--- src/rtl/lsu_mem_port_pkg.sv ---
// lsu_defs: shared encodings for the LSU data-port initiator and its
// load-extension helper (funct3 codes, DataSize codes, response error
// codes, FSM state type and small request-decode helpers).
package lsu_defs;

   // RISC-V funct3 codes for loads/stores
   localparam logic [2:0] F3_B  = 3'b000;
   localparam logic [2:0] F3_H  = 3'b001;
   localparam logic [2:0] F3_W  = 3'b010;
   localparam logic [2:0] F3_BU = 3'b100;
   localparam logic [2:0] F3_HU = 3'b101;

   // Memory DataSize encodings
   localparam logic [1:0] SZ_BYTE = 2'b00;
   localparam logic [1:0] SZ_HALF = 2'b01;
   localparam logic [1:0] SZ_WORD = 2'b10;

   // Response error codes
   localparam logic [1:0] ERR_OK       = 2'b00;
   localparam logic [1:0] ERR_MISALIGN = 2'b01;
   localparam logic [1:0] ERR_FUNCT3   = 2'b10;
   localparam logic [1:0] ERR_RANGE    = 2'b11;

   typedef enum logic [1:0] {
      ST_IDLE = 2'd0,
      ST_ACC  = 2'd1,
      ST_RESP = 2'd2
   } lsu_state_t;

   // Stores only support B/H/W; loads add the unsigned byte/half forms
   function automatic logic f3_legal(input logic we, input logic [2:0] f3);
      if (we)
         return (f3 == F3_B) || (f3 == F3_H) || (f3 == F3_W);
      else
         return (f3 == F3_B) || (f3 == F3_H) || (f3 == F3_W) ||
                (f3 == F3_BU) || (f3 == F3_HU);
   endfunction

   // Access width in bytes for a legal funct3
   function automatic logic [2:0] f3_nbytes(input logic [2:0] f3);
      case (f3[1:0])
         2'b00:   return 3'd1;
         2'b01:   return 3'd2;
         default: return 3'd4;
      endcase
   endfunction

endpackage

--- src/rtl/lsu_mem_port_load_ext.sv ---
// lsu_load_ext: combinational sign/zero extension of right-justified raw
// load data according to funct3. Shared by the memory port and a future
// cache path.
module lsu_load_ext
   import lsu_defs::*;
(
   input  logic [2:0]  i_funct3,
   input  logic [31:0] i_raw,
   output logic [31:0] o_data
);

   // Select the extension form from funct3; words pass through
   always_comb begin
      o_data = i_raw;
      case (i_funct3)
         F3_B:    o_data = {{24{i_raw[7]}}, i_raw[7:0]};
         F3_BU:   o_data = {24'h000000, i_raw[7:0]};
         F3_H:    o_data = {{16{i_raw[15]}}, i_raw[15:0]};
         F3_HU:   o_data = {16'h0000, i_raw[15:0]};
         default: o_data = i_raw;
      endcase
   end

endmodule

--- src/rtl/lsu_mem_port.sv ---
// lsu_mem_port: single-outstanding load/store initiator for the unified
// memory data port. All state changes on negedge CLK; async active-low RST.
// Optional build macro MISALIGN_SPLIT_EN: misaligned half/word accesses
// are performed as a sequence of byte beats instead of faulting.
module lsu_mem_port
   import lsu_defs::*;
#(
   parameter int unsigned MEM_BYTES = 1024
) (
   input  logic        CLK,
   input  logic        RST,
   input  logic        req_valid,
   output logic        req_ready,
   input  logic        req_we,
   input  logic [2:0]  req_funct3,
   input  logic [31:0] req_addr,
   input  logic [31:0] req_wdata,
   output logic        rsp_valid,
   input  logic        rsp_ready,
   output logic [31:0] rsp_rdata,
   output logic [1:0]  rsp_err,
   output logic [31:0] DataAddr,
   output logic [1:0]  DataSize,
   output logic [31:0] DataIn,
   input  logic [31:0] DataOut,
   output logic        WE
);

   localparam logic [32:0] MEM_LIMIT = 33'(MEM_BYTES);

   lsu_state_t  r_state, w_state_nxt;
   logic        r_we,    w_we_nxt;
   logic [2:0]  r_f3,    w_f3_nxt;
   logic [31:0] r_addr,  w_addr_nxt;
   logic [31:0] r_wdata, w_wdata_nxt;
   logic [31:0] r_rdata, w_rdata_nxt;
   logic [1:0]  r_err,   w_err_nxt;

   logic [2:0]  w_nbytes;
   logic        w_legal;
   logic        w_misal;
   logic        w_misal_fault;
   logic [32:0] w_last;
   logic        w_oor;
   logic [31:0] w_ext_raw;
   logic [31:0] w_ext_data;

`ifdef MISALIGN_SPLIT_EN
   logic        r_split, w_split_nxt;
   logic [1:0]  r_beat,  w_beat_nxt;
   logic [31:0] r_asm,   w_asm_nxt;
   logic [31:0] w_asm_merge;
   logic        w_last_beat;
`endif

   // Classify the incoming request: legality, alignment and 33-bit range check
   always_comb begin
      w_nbytes = f3_nbytes(req_funct3);
      w_legal  = f3_legal(req_we, req_funct3);
      w_misal  = ((req_funct3[1:0] == SZ_HALF) && req_addr[0]) ||
                 ((req_funct3[1:0] == SZ_WORD) && (req_addr[1:0] != 2'b00));
      w_last   = {1'b0, req_addr} + {30'b0, w_nbytes} - 33'd1;
      w_oor    = (w_last >= MEM_LIMIT);
`ifdef MISALIGN_SPLIT_EN
      w_misal_fault = 1'b0;
`else
      w_misal_fault = w_misal;
`endif
   end

`ifdef MISALIGN_SPLIT_EN
   // Merge this beat's byte into the assembly value and detect the final beat
   always_comb begin
      w_asm_merge = r_asm;
      w_asm_merge[{r_beat, 3'b000} +: 8] = DataOut[7:0];
      w_last_beat = (r_beat == ((r_f3[1:0] == SZ_HALF) ? 2'd1 : 2'd3));
   end

   // Split accesses extend the assembled bytes; single-beat ones use DataOut
   always_comb begin
      w_ext_raw = r_split ? w_asm_merge : DataOut;
   end
`else
   // Single-beat accesses extend the memory read data directly
   always_comb begin
      w_ext_raw = DataOut;
   end
`endif

   lsu_load_ext u_load_ext (
      .i_funct3 (r_f3),
      .i_raw    (w_ext_raw),
      .o_data   (w_ext_data)
   );

   // Next-state and next-register logic for the IDLE/ACC/RESP controller
   always_comb begin
      w_state_nxt = r_state;
      w_we_nxt    = r_we;
      w_f3_nxt    = r_f3;
      w_addr_nxt  = r_addr;
      w_wdata_nxt = r_wdata;
      w_rdata_nxt = r_rdata;
      w_err_nxt   = r_err;
`ifdef MISALIGN_SPLIT_EN
      w_split_nxt = r_split;
      w_beat_nxt  = r_beat;
      w_asm_nxt   = r_asm;
`endif
      case (r_state)
         ST_IDLE: begin
            if (req_valid) begin
               w_we_nxt    = req_we;
               w_f3_nxt    = req_funct3;
               w_addr_nxt  = req_addr;
               w_wdata_nxt = req_wdata;
               w_rdata_nxt = '0;
               if (!w_legal) begin
                  w_err_nxt   = ERR_FUNCT3;
                  w_state_nxt = ST_RESP;
               end else if (w_misal_fault) begin
                  w_err_nxt   = ERR_MISALIGN;
                  w_state_nxt = ST_RESP;
               end else if (w_oor) begin
                  w_err_nxt   = ERR_RANGE;
                  w_state_nxt = ST_RESP;
               end else begin
                  w_err_nxt   = ERR_OK;
                  w_state_nxt = ST_ACC;
`ifdef MISALIGN_SPLIT_EN
                  w_split_nxt = w_misal;
                  w_beat_nxt  = '0;
                  w_asm_nxt   = '0;
`endif
               end
            end
         end
         ST_ACC: begin
`ifdef MISALIGN_SPLIT_EN
            if (r_split) begin
               w_asm_nxt  = w_asm_merge;
               w_beat_nxt = r_beat + 2'd1;
               if (w_last_beat) begin
                  w_rdata_nxt = r_we ? '0 : w_ext_data;
                  w_state_nxt = ST_RESP;
               end
            end else begin
               w_rdata_nxt = r_we ? '0 : w_ext_data;
               w_state_nxt = ST_RESP;
            end
`else
            w_rdata_nxt = r_we ? '0 : w_ext_data;
            w_state_nxt = ST_RESP;
`endif
         end
         ST_RESP: begin
            if (rsp_ready)
               w_state_nxt = ST_IDLE;
         end
         default: w_state_nxt = ST_IDLE;
      endcase
   end

   // State and request registers, updated on the falling clock edge
   always_ff @(negedge CLK or negedge RST) begin
      if (!RST) begin
         r_state <= ST_IDLE;
         r_we    <= 1'b0;
         r_f3    <= '0;
         r_addr  <= '0;
         r_wdata <= '0;
         r_rdata <= '0;
         r_err   <= ERR_OK;
`ifdef MISALIGN_SPLIT_EN
         r_split <= 1'b0;
         r_beat  <= '0;
         r_asm   <= '0;
`endif
      end else begin
         r_state <= w_state_nxt;
         r_we    <= w_we_nxt;
         r_f3    <= w_f3_nxt;
         r_addr  <= w_addr_nxt;
         r_wdata <= w_wdata_nxt;
         r_rdata <= w_rdata_nxt;
         r_err   <= w_err_nxt;
`ifdef MISALIGN_SPLIT_EN
         r_split <= w_split_nxt;
         r_beat  <= w_beat_nxt;
         r_asm   <= w_asm_nxt;
`endif
      end
   end

   // Memory-side and handshake outputs decoded purely from registered state
   always_comb begin
      req_ready = (r_state == ST_IDLE);
      rsp_valid = (r_state == ST_RESP);
      rsp_rdata = r_rdata;
      rsp_err   = r_err;
      DataAddr  = '0;
      DataSize  = SZ_BYTE;
      DataIn    = '0;
      WE        = 1'b0;
      if (r_state == ST_ACC) begin
         DataAddr = r_addr;
         DataSize = r_f3[1:0];
         DataIn   = r_wdata;
         WE       = r_we;
`ifdef MISALIGN_SPLIT_EN
         if (r_split) begin
            DataAddr = r_addr + 32'(r_beat);
            DataSize = SZ_BYTE;
            DataIn   = {24'h000000, r_wdata[{r_beat, 3'b000} +: 8]};
         end
`endif
      end
   end

endmodule

--- config.mk ---
export PLATFORM = sky130hd
export DESIGN_NAME = lsu_mem_port
export DESIGN_NICKNAME = d
export VERILOG_FILES = /design/src/rtl/lsu_mem_port_pkg.sv /design/src/rtl/lsu_mem_port_load_ext.sv /design/src/rtl/lsu_mem_port.sv
export SDC_FILE = /design/constraint.sdc
export NUM_CORES = 1
export LEC_CHECK = 0
export BUFFER_PORTS_ARGS = -buffer_cell sky130_fd_sc_hd__buf_4
export CAP_MARGIN = 25
export CORE_UTILIZATION = 52
export DETAILED_ROUTE_END_ITERATION = 6
export PLACE_DENSITY = 0.81
export SYNTH_ARGS = -nofsm -noshare
export SYNTH_HDL_FRONTEND = slang
export SYNTH_SLANG_ARGS = --single-unit
export TNS_END_PERCENT = 100
--- constraint.sdc ---
create_clock -name CLK -period 4.7 [get_ports CLK]
set_input_delay 0.705 -clock CLK [delete_from_list [all_inputs] [get_ports CLK]]
set_output_delay 0.705 -clock CLK [all_outputs]
set_load 0.02 [all_outputs]
== Yosys cells after proc, flatten, opt, wreduce, memory -nomap -nowiden ==
Index checks and enable logic that the tools add are counted.

* Latch bits: 0
* Output and inout port bits: 103
* Bits in writable memories: 0
* Logic and storage cells: 58
* Memories: 0
* ROM bits: 0
* Register bits after elaboration: 104

* Bitwise gates (word level): 0
* Magnitude comparators: 1
* Reductions and logical operators: 16
* Shift operators: 0
* Divide/modulo/power cells: 0
* Multipliers: 0
* Eq/ne operators: 13
* Add/sub/neg operators: 2
* Mux-type cells: 19

{| class="wikitable"
|+ Operator list
! operator !! number
|-
| 32-bit 2-to-1 mux || 4
|-
| 32-bit case mux with 4 select lines || 1
|-
| 32-bit case mux with 2 select lines || 1
|-
| 32-bit by 3-bit adder with 33-bit output || 1
|-
| 33-bit by 11-bit greater-or-equal comparator with 1-bit output (second input constant) || 1
|-
| 33-bit by 1-bit subtractor with 33-bit output (second input constant) || 1
|-
| 2-bit 2-to-1 mux || 9
|-
| 3-bit == test (second input constant) || 4
|-
| 3-bit by 1-bit == test with 1-bit output (second input constant) || 2
|-
| 3-bit zero test || 2
|-
| 2-bit case mux with 3 select lines || 1
|-
| 3-bit case mux with 2 select lines || 1
|-
| 2-bit AND reduction || 3
|-
| 1-bit logical OR || 5
|-
| 2-bit by 1-bit == test with 1-bit output (second input constant) || 2
|-
| 2-bit == test (second input constant) || 2
|-
| 2-bit zero test || 2
|-
| 2-bit nonzero test || 2
|-
| 3-bit by 2-bit == test with 1-bit output (second input constant) || 1
|-
| 1-bit logical AND || 2
|-
| 1-bit 2-to-1 mux || 2
|-
| 2-bit by 1-bit != test with 1-bit output (second input constant) || 1
|-
| 2-bit != test (second input constant) || 1
|}

== Longest topological paths before layout ==
Gate-level depths: netlist of run 1.

* Depth after elaboration: 10
* Mapped depth: 16

== Hierarchy ==
From an unflattened synthesis of run 1, not the netlist that was laid out.

* Cells, all modules: 752
* Area, all modules: 7,223.2 µm²

{| class="wikitable"
|+ Modules (own cells, without submodules)
! module !! area each (µm²) !! instances !! cells each !! seq. area each (µm²)
|-
| lsu_mem_port || 6,867.8 || 1 || 685 || 2,602.5
|-
| lsu_load_ext || 355.3 || 1 || 67 || 0.0
|}

==> results of run 1 <==
==> registers in the layout (all words and copies together) (netlist names) <==
register	count
r_f3	3
r_we	1
rsp_rdata	32
r_state	2
r_wdata	32
rsp_err	2
r_addr	32
==> metrics by stage <==
stage	worst slack (ns)	setup TNS [ns]	hold slack (ns)	cell area [um2]	utilization, %
detailed placement	-1.42	-5.45	0.414	9440	74.8
CTS	-1.02	-3.87	0.415	9970	79.0
global route	-1.11	-4.35	0.443	10000	79.4
finish	-1.03	-3.92	0.416	10000	79.4
floorplan	-1.07	-4.04	0.398	6830	-
global placement	-1.31	-5.07	0.408	9440	74.8
==> how the worst max path moves through the flow <==
stage | startpoint | endpoint | slack [ns] | depth (start not counted)
3_3_place_gp | req_funct3[1] | r_state[1] | -1.31 | 17
3_5_place_dp | req_funct3[1] | r_state[1] | -1.42 | 17
5_1_grt | req_funct3[0] | rsp_err[0] | -1.11 | 17
6_report | req_funct3[0] | rsp_err[0] | -1.03 | 17
2_1_floorplan | req_funct3[1] | rsp_err[1] | -1.07 | 15
4_1_cts | req_funct3[0] | r_state[1] | -1.02 | 16
==> worst max-delay path: cells and delay by family <==
family                   cells  cell delay (ns)
adder cells (fa/ha/maj)      3             0.59
AND/OR/NAND/NOR              4             1.09
buffers and inverters        4             0.32
AO/OA/AOI/OAI                6             0.83
==> synthesized netlist by cell type (all sizes together), types with 5 or more instances <==
cell type | instances | area (um2)
nor3 | 8 | 45.0
ha | 34 | 425
o21a | 5 | 37.5
nor2b | 21 | 131
nor2 | 29 | 109
inv | 46 | 173
o21ai | 84 | 428
o31ai | 7 | 57.6
nand4 | 13 | 93.8
buf | 10 | 63.8
a211oi | 8 | 60.1
xnor2 | 8 | 70.1
a21oi | 39 | 225
nor4 | 5 | 37.5
a22o | 17 | 149
and2 | 71 | 444
nand3 | 8 | 40.0
nand2 | 199 | 747
dfrtn | 104 | 2600
or3 | 5 | 32.5
clkbuf | 34 | 130
==> what timing repair did <==
action | 4_1_cts | 5_1_grt
pin swaps | 34 | 8
gates resized for setup | 16 | 10
endpoints found under the setup margin | 71 | 37
endpoints found under the hold margin | 0 | 0
setup buffers | 16 | 1
cloned | 1 | 0
==> kinds of logic (layout without fill, tap and decap cells) <==
family / count (synthesis) / after routing / synth area share [%]
AOI/OAI and AO/OA: 202 / 202 / 19.7
xor gates and xnor gates: 12 / 12 / 1.56
adders and majority gates: 35 / 35 / 6.63
buffers and inverters: 90 / 416 / 5.45
DFF: 104 / 104 / 38.7
muxes: 5 / 5 / 0.763
and+or+nand+nor: 378 / 378 / 27.1
==> layer usage <==
metal | GRT usage, % | vias to the layer above
met2 | 58.3 | 206
met1 | 37.2 | 3359
li1 | - | 3464
met3 | 6.54 | 38
met5 | 0 | -
met4 | 12.1 | 0
==> layout make-up <==
type,count,area [um2]
Sequential cell,104,2600
Clock buffer,10,239
Fill cell,893,2600
Inverter,46,175
Tap cell,172,215
Timing Repair Buffer,354,2740
Clock inverter,6,73.8
Multi-Input combinational cell,632,3970
==> where the power goes <==
| part | switching [mW] | total [mW] | internal (mW) |
|---|---|---|---|
| clock | 0.355 | 0.790 | 0.435 |
| sequential | 0.0657 | 1.10 | 1.03 |
| combinational | 0.458 | 0.868 | 0.410 |
| total | 0.879 | 2.76 | 1.88 |
==> impl_metrics.tcl, run 1 <==
set metrics [dict create \
    status "complete, but fails checks" \
    violations "negative setup slack" \
    r2r-start "r_f3[1]" \
    cp_data_arrival_time_ns 3.56 \
    critPathMaxStageDelay_ns 0.52 \
    die_w_um 116 \
    slew_violations 0 \
    hold_path_class "flip-flop to flip-flop" \
    synth_area_per_cell_um2 8.14 \
    initial_core_util_pct 53.3 \
    worst_slack_ns -1.03 \
    final-setup-viol-count 4 \
    antenna_found_initial 0 \
    finalWirelength_mm 21.2 \
    clock-sinks 104 \
    ys_seq_elements 104 \
    insertion_delay_ns 0.36 \
    power.leakage_nw 5.20 \
    p_per_area_nw_per_um2 275 \
    firstDrtPassIters 5 \
    grt_pass1_vias 6896 \
    die_h_um 116 \
    postCtsHoldBufs 0 \
    r2r_slack_ns 2.86 \
    layout_common_cells "buf_4 (345), nand2_1 (197), dfrtn_1 (104)" \
    fin_worst_skew_ns 0.00450 \
    synth_enable_flop_cells 0 \
    wl_met3_mm 1.33 \
    grt_pass1_wl_mm 33.3 \
    drtAntennaViolNets 0 \
    cts_htree_levels 3 \
    grtUsageTotal_pct 32.1 \
    dr.max_layer_used "met4" \
    clk_pin_slew_worst_paths_ns 0.05 \
    drt-wirelength-per-cell_um 16.0 \
    via_count 7067 \
    seq_area_frac_synth_pct 38.7 \
    ys_types 71 \
    drt_iter0_drc 365 \
    final_nets 1286 \
    cp-start-kind "input pin" \
    drv_cap 0 \
    synth_area_um2 6720 \
    core-area_um2 12600 \
    postSynthCellCount 826 \
    portBuffers 206 \
    hold_violations 0 \
    max_slew.worst_pin.slew_ns 0.565 \
    place_inst 1292 \
    cts.path.max_buffers 2 \
    grt_max_degree 100 \
    drc 0 \
    cts_tree "yes" \
    ir_drop_uv 174 \
    gr-total-overflow 0 \
    crit_fanout 7 \
    worstSetupEndpointType "flip-flop" \
    rr_endpoint "rsp_rdata[21]" \
    layout_commonest_cell "buf_4" \
    relSlewSlack_pct 61.3 \
    async_flop_share_pct 100 \
    hold_end "r_addr[6]" \
    synth_fp_nets 965 \
    syn_to_final_growth_pct 49.0 \
    reg2reg_depth 6 \
    stdcell_count 1324 \
    num_io_pins 207 \
    met2_length_mm 10.8 \
    rsz0062_at_grt "yes" \
    slowest_stage "or4_4" \
    worstHoldPathCells 2 \
    drive_gt1_share_pct 37.1 \
    min-delay-start "r_addr[6]" \
    finalPower_mw 2.76 \
    dieArea_um2 13400 \
    viasPerCell 5.34 \
    cts_root_buf "clkbuf_16" \
    path_class "input pin to flip-flop" \
    synth_flop_cell "dfrtn_1" \
    required_ns 2.53 \
    cp_cell_sequence "buf_8 > or2_4 > ha_4 > inv_2 > ha_4 > inv_2 > fa_2 > nand2b_4 > a21oi_4 > o21a_1 > a21oi_4 > o21ai_2 > o21bai_1 > or4_4 > buf_6 > nor4_4 > a21oi_1" \
    cts_buffers 9 \
    gp_congestion 0.939 \
    wl_met1_mm 8.47 \
    rows 41 \
    diodes 0 \
    ys_warn_count 0 \
    hpwlAfterDp_mm 15.4 \
]
No activity file was read; power rests on OpenSTA's default activity.
==> run 2, diff against run 1 <==
--- a/config.mk
+++ b/config.mk
@@ -10,6 +10,7 @@
 export CORE_UTILIZATION = 52
 export DETAILED_ROUTE_END_ITERATION = 6
 export PLACE_DENSITY = 0.81
+export RECOVER_POWER = 100
 export SYNTH_ARGS = -nofsm -noshare
 export SYNTH_HDL_FRONTEND = slang
 export SYNTH_SLANG_ARGS = --single-unit
==> impl_metrics.tcl, run 2 (synthesized netlist as in run 1, its figures left out) <==
set metrics [dict create \
    status "complete, but fails checks" \
    violations "design-rule violations, negative setup slack" \
    pwr-share-clk_pct 28.7 \
    slew_violations 0 \
    netSwitchingFraction_pct 31.9 \
    cp-start-kind "input pin" \
    grt_pass1_vias 6896 \
    rsz0062_at_grt "yes" \
    postCtsHoldBufs 0 \
    cts_buffers 9 \
    worst_slack_ns -1.03 \
    finalWirelength_mm 21.2 \
    relSlewSlack_pct 30.4 \
    cts_tree "yes" \
    cp_data_arrival_time_ns 3.56 \
    die_w_um 116 \
    hpwlAfterDp_mm 15.4 \
    rows 41 \
    final_nets 1286 \
    ir_drop_uv 174 \
    path_class "input pin to flip-flop" \
    antenna_found_initial 1 \
    fin_worst_skew_ns 0.00566 \
    required_ns 2.53 \
    worstSetupEndpointType "flip-flop" \
    placed_area_um2 9440 \
    drt_iter0_drc 383 \
    firstDrtPassIters 7 \
    p_sw_uw 876 \
    drv_cap 0 \
    dieArea_um2 13400 \
    p_per_area_nw_per_um2 281 \
    portBuffers 206 \
    final_area_um2 9740 \
    clock-sinks 104 \
    cp_cell_sequence "buf_8 > or2_4 > ha_4 > inv_2 > ha_4 > inv_2 > fa_2 > nand2b_4 > a21oi_4 > o21a_1 > a21oi_4 > o21ai_2 > o21bai_1 > or4_4 > buf_6 > nor4_4 > a21oi_1" \
    layout_common_cells "buf_4 (277), nand2_1 (198), dfrtn_1 (104)" \
    hold_violations 0 \
    cts_htree_levels 3 \
    num_io_pins 207 \
    path_buf_inv 4 \
    grt_max_degree 100 \
    p_seq_share_pct 40.1 \
    via_count 7034 \
    slowest_stage "or4_4" \
    gp_congestion 0.939 \
    layout_commonest_cell "buf_4" \
    insertion_delay_ns 0.35 \
    hold_path_class "flip-flop to flip-flop" \
    clk_pin_slew_worst_paths_ns 0.05 \
    max_slew.worst_pin.slew_ns 1.04 \
    initial_core_util_pct 53.3 \
    drtAntennaViolNets 0 \
    grt_pass1_wl_mm 33.3 \
    final-setup-viol-count 4 \
    viasPerCell 5.31 \
    p_int_mw 1.87 \
    crit_fanout 7 \
    syn_to_final_growth_pct 44.9 \
    cts.path.max_buffers 2 \
    diodes 0 \
    drc 2 \
    core-area_um2 12600 \
    fin_util_pct 77.2 \
    grtUsageTotal_pct 32.1 \
    gr-total-overflow 0 \
    p_comb_share_pct 31.2 \
    drive_gt1_share_pct 33.4 \
    cts_root_buf "clkbuf_16" \
    power.leakage_nw 4.98 \
    critPathMaxStageDelay_ns 0.52 \
    die_h_um 116 \
    critPathTopFamily "simple AND/OR/NAND/NOR gates" \
    drt-wirelength-per-cell_um 16.0 \
]
## run 2: routing by layer
layer  GRT usage, %  vias to the layer above  part of all wire (%)
met5              0                        -                 0.061
met4           12.1                        2                   2.5
met3           6.54                       39                   6.0
met2           58.3                      213                    51
met1           37.2                     3318                    41
li1               -                     3462                     -
## run 2: final timing paths
kind	slack, ns	depth (start not counted)	from	endpoint
min in group asynchronous	2.75	1	RST	rsp_rdata[16]
hold reg to reg	0.42	2	r_wdata[13]	r_wdata[13]
setup reg to reg	2.51	5	r_state[1]	r_addr[23]
setup / recovery	-1.03	17	req_funct3[0]	rsp_err[0]
max in group asynchronous	0.35	2	RST	r_addr[24]
hold / removal	0.42	2	r_wdata[13]	r_wdata[13]
## run 2: timing repair
item                       in CTS  in global routing
resized for setup              16                 10
setup buffers                  16                  1
setup endpoints to repair      71                 37
cloned                          1                  0
pin swaps                      34                  8
## run 2: worst reg2reg max path, cell delays in order (launching register included)
cell and delay, ns:
dfrtn_1 0.45, buf_4 0.16, nor2_1 0.07, nand2_1 0.22
clkbuf_4 0.84, o21ai_0 0.23
## run 2: layout make-up
class	instances	area, um2
clock buffer	10	239
clock inverter	6	73.8
fill	981	2880
inverter	46	175
multi-input combinational	632	3970
sequential	104	2600
tap	172	215
timing repair buffer	354	2470
## run 2: stage by stage
| step | hold slack, ns | worst slack [ns] | std cells | setup TNS (ns) | total power, mW |
|---|---|---|---|---|---|
| finish | 0.417 | -1.03 | 1324 | -3.94 | 2.74 |
| floorplan | 0.398 | -1.07 | 826 | -4.04 | 1.55 |
| detailed placement | 0.414 | -1.42 | 1292 | -5.45 | 1.92 |
| global placement | 0.408 | -1.31 | 1292 | -5.07 | 1.90 |
| global route | 0.445 | -1.11 | 1324 | -4.38 | 2.88 |
| CTS | 0.415 | -1.02 | 1323 | -3.87 | 2.75 |
## run 2: power by group through the flow
stage	Combinational [mW]	Sequential (mW)	Clock, mW
finish	0.854	1.10	0.788
global route	0.943	1.11	0.823
CTS	0.850	1.10	0.799
detailed placement	0.809	1.11	0
global placement	0.789	1.11	0
floorplan	0.460	1.09	0
==> run 3, diff against run 2 <==
--- a/config.mk
+++ b/config.mk
@@ -8,6 +8,7 @@
 export BUFFER_PORTS_ARGS = -buffer_cell sky130_fd_sc_hd__buf_4
 export CAP_MARGIN = 25
 export CORE_UTILIZATION = 52
+export CTS_BUF_LIST = sky130_fd_sc_hd__clkbuf_8
 export DETAILED_ROUTE_END_ITERATION = 6
 export PLACE_DENSITY = 0.81
 export RECOVER_POWER = 100
==> impl_metrics.tcl, run 3 (synthesized netlist as in run 1, its figures left out) <==
set metrics [dict create \
    crit_fanout 4 \
    firstDrtPassIters 7 \
    power.leakage_nw 4.90 \
    cts.path.max_buffers 2 \
    max_slew.worst_pin.slew_ns 1.02 \
    hold_violations 0 \
    hold_path_class "flip-flop to flip-flop" \
    grt-busiest-layer "met2" \
    initial_core_util_pct 53.3 \
    via_count 7087 \
    p_per_area_nw_per_um2 265 \
    fillerInstances 1024 \
    grtUsageTotal_pct 31.7 \
    status "complete, but fails checks" \
    violations "negative setup slack" \
    grt_pass1_wl_mm 32.8 \
    dpl_worst_slack_ns -1.42 \
    placed_area_um2 9440 \
    cp_data_arrival_time_ns 3.57 \
    drive_gt1_share_pct 32.5 \
    die_h_um 116 \
    layout_commonest_cell "buf_4" \
    drc 0 \
    syn_to_final_growth_pct 42.3 \
    finalPower_mw 2.53 \
    gr-total-overflow 0 \
    viasPerCell 5.39 \
    num_io_pins 207 \
    required_ns 2.54 \
    stdcell_count 1314 \
    antenna_found_initial 0 \
    relSlewSlack_pct 32.1 \
    grt.met3_usage_pct 6.22 \
    final_area_um2 9570 \
    portBuffers 206 \
    final_nets 1276 \
    gr-usage-met1_pct 37.3 \
    path_class "input pin to flip-flop" \
    cts_tree "yes" \
    cts_htree_levels 3 \
    clock-sinks 104 \
    gp_congestion 0.939 \
    place_inst 1292 \
    cp-start-kind "input pin" \
    worst_slack_ns -1.03 \
    worstSetupEndpointType "flip-flop" \
    cts_root_buf "clkbuf_8" \
    core-area_um2 12600 \
    die_w_um 116 \
    grt_pass1_vias 6852 \
    grtUsageMet2_pct 57.0 \
    postCtsHoldBufs 0 \
    slew_violations 0 \
    drt-wirelength-per-cell_um 16.0 \
    fin_worst_skew_ns 0.0146 \
    finalWirelength_mm 21.1 \
    hpwlAfterDp_mm 15.4 \
    rsz0062_at_grt "yes" \
    diodes 0 \
    grt_max_degree 100 \
    dieArea_um2 13400 \
    drv_cap 0 \
    ir_drop_uv 150 \
    drt_iter0_drc 500 \
    insertion_delay_ns 0.36 \
    layout_common_cells "buf_4 (293), nand2_1 (198), dfrtn_1 (104)" \
    final-setup-viol-count 4 \
    drtAntennaViolNets 0 \
    cts_buffers 9 \
    multi_input_area_um2 3930 \
    seq_area_um2 2600 \
    rows 41 \
    clk_pin_slew_worst_paths_ns 0.06 \
]
-- run 3: cell count changes in the layout (fill, tap and decap cells not counted), moves of 8 or more --
cell	delta
and2_0	-13
clkbuf_8	+9
clkbuf_16	-9
buf_4	+16
and2_1	+11
clkbuf_2	-8
buf_2	-15
-- run 3: cell type report --
type	instances	area share (%)
clock buffers	10	1.44
clock inverters	6	0.771
inverters	46	1.80
multi-input cells	632	41.1
flip-flops and latches	104	27.2
well taps	172	2.25
repair buffers	344	25.5
-- run 3: path summary, 6_finish.rpt --
kind | slack (ns) | start | endpoint | cells after the start
max | -1.03 | req_funct3[1] | rsp_err[1] | 16
min | 0.41 | r_wdata[7] | r_wdata[7] | 2
max reg2reg | 2.55 | r_state[1] | r_addr[0] | 4
min reg2reg | 0.41 | r_wdata[7] | r_wdata[7] | 2
max in group asynchronous | 0.38 | RST | rsp_err[1] | 2
min in group asynchronous | 2.72 | RST | rsp_rdata[16] | 1
-- run 3: timing repair --
action,4_1_cts,5_1_grt
pin swaps,7,5
resized for setup,5,9
setup buffers,5,0
cloned,1,0
endpoints found under the setup margin,71,37
-- run 3: metal layers --
layer | share of wire (%) | wire length [um]
met1 | 41 | 8560
met2 | 50 | 10600
met3 | 6.4 | 1360
met4 | 2.6 | 544
met5 | 0 | 0
-- run 3: worst max-delay path, stage by stage --
cell	delay, ns
buf_8	0.10
or2_4	0.25
ha_4	0.16
inv_2	0.06
ha_4	0.13
inv_2	0.03
fa_2	0.34
nand2b_4	0.15
a21oi_4	0.15
o211ai_1	0.12
o2111ai_2	0.15
mux2i_1	0.31
o2111a_1	0.22
nand4_1	0.23
nor4_4	0.36
o31ai_2	0.10
-- run 3: metrics by stage --
stage | setup TNS [ns] | hold WS, ns | utilization [%]
2_1_floorplan | -4.04 | 0.398 | -
3_3_place_gp | -5.07 | 0.408 | 74.8
3_5_place_dp | -5.45 | 0.414 | 74.8
4_1_cts | -3.61 | 0.416 | 77.3
5_1_grt | -4.56 | 0.445 | 75.8
6_report | -3.88 | 0.414 | 75.8
-- run 3: where the power goes --
group / switching, mW / leakage [nW] / internal (mW) / total [mW]
registers: 0.0695 / 1.33 / 1.03 / 1.10
clock network: 0.333 / 0.101 / 0.268 / 0.601
logic: 0.445 / 3.46 / 0.382 / 0.827
total: 0.848 / 4.90 / 1.68 / 2.53
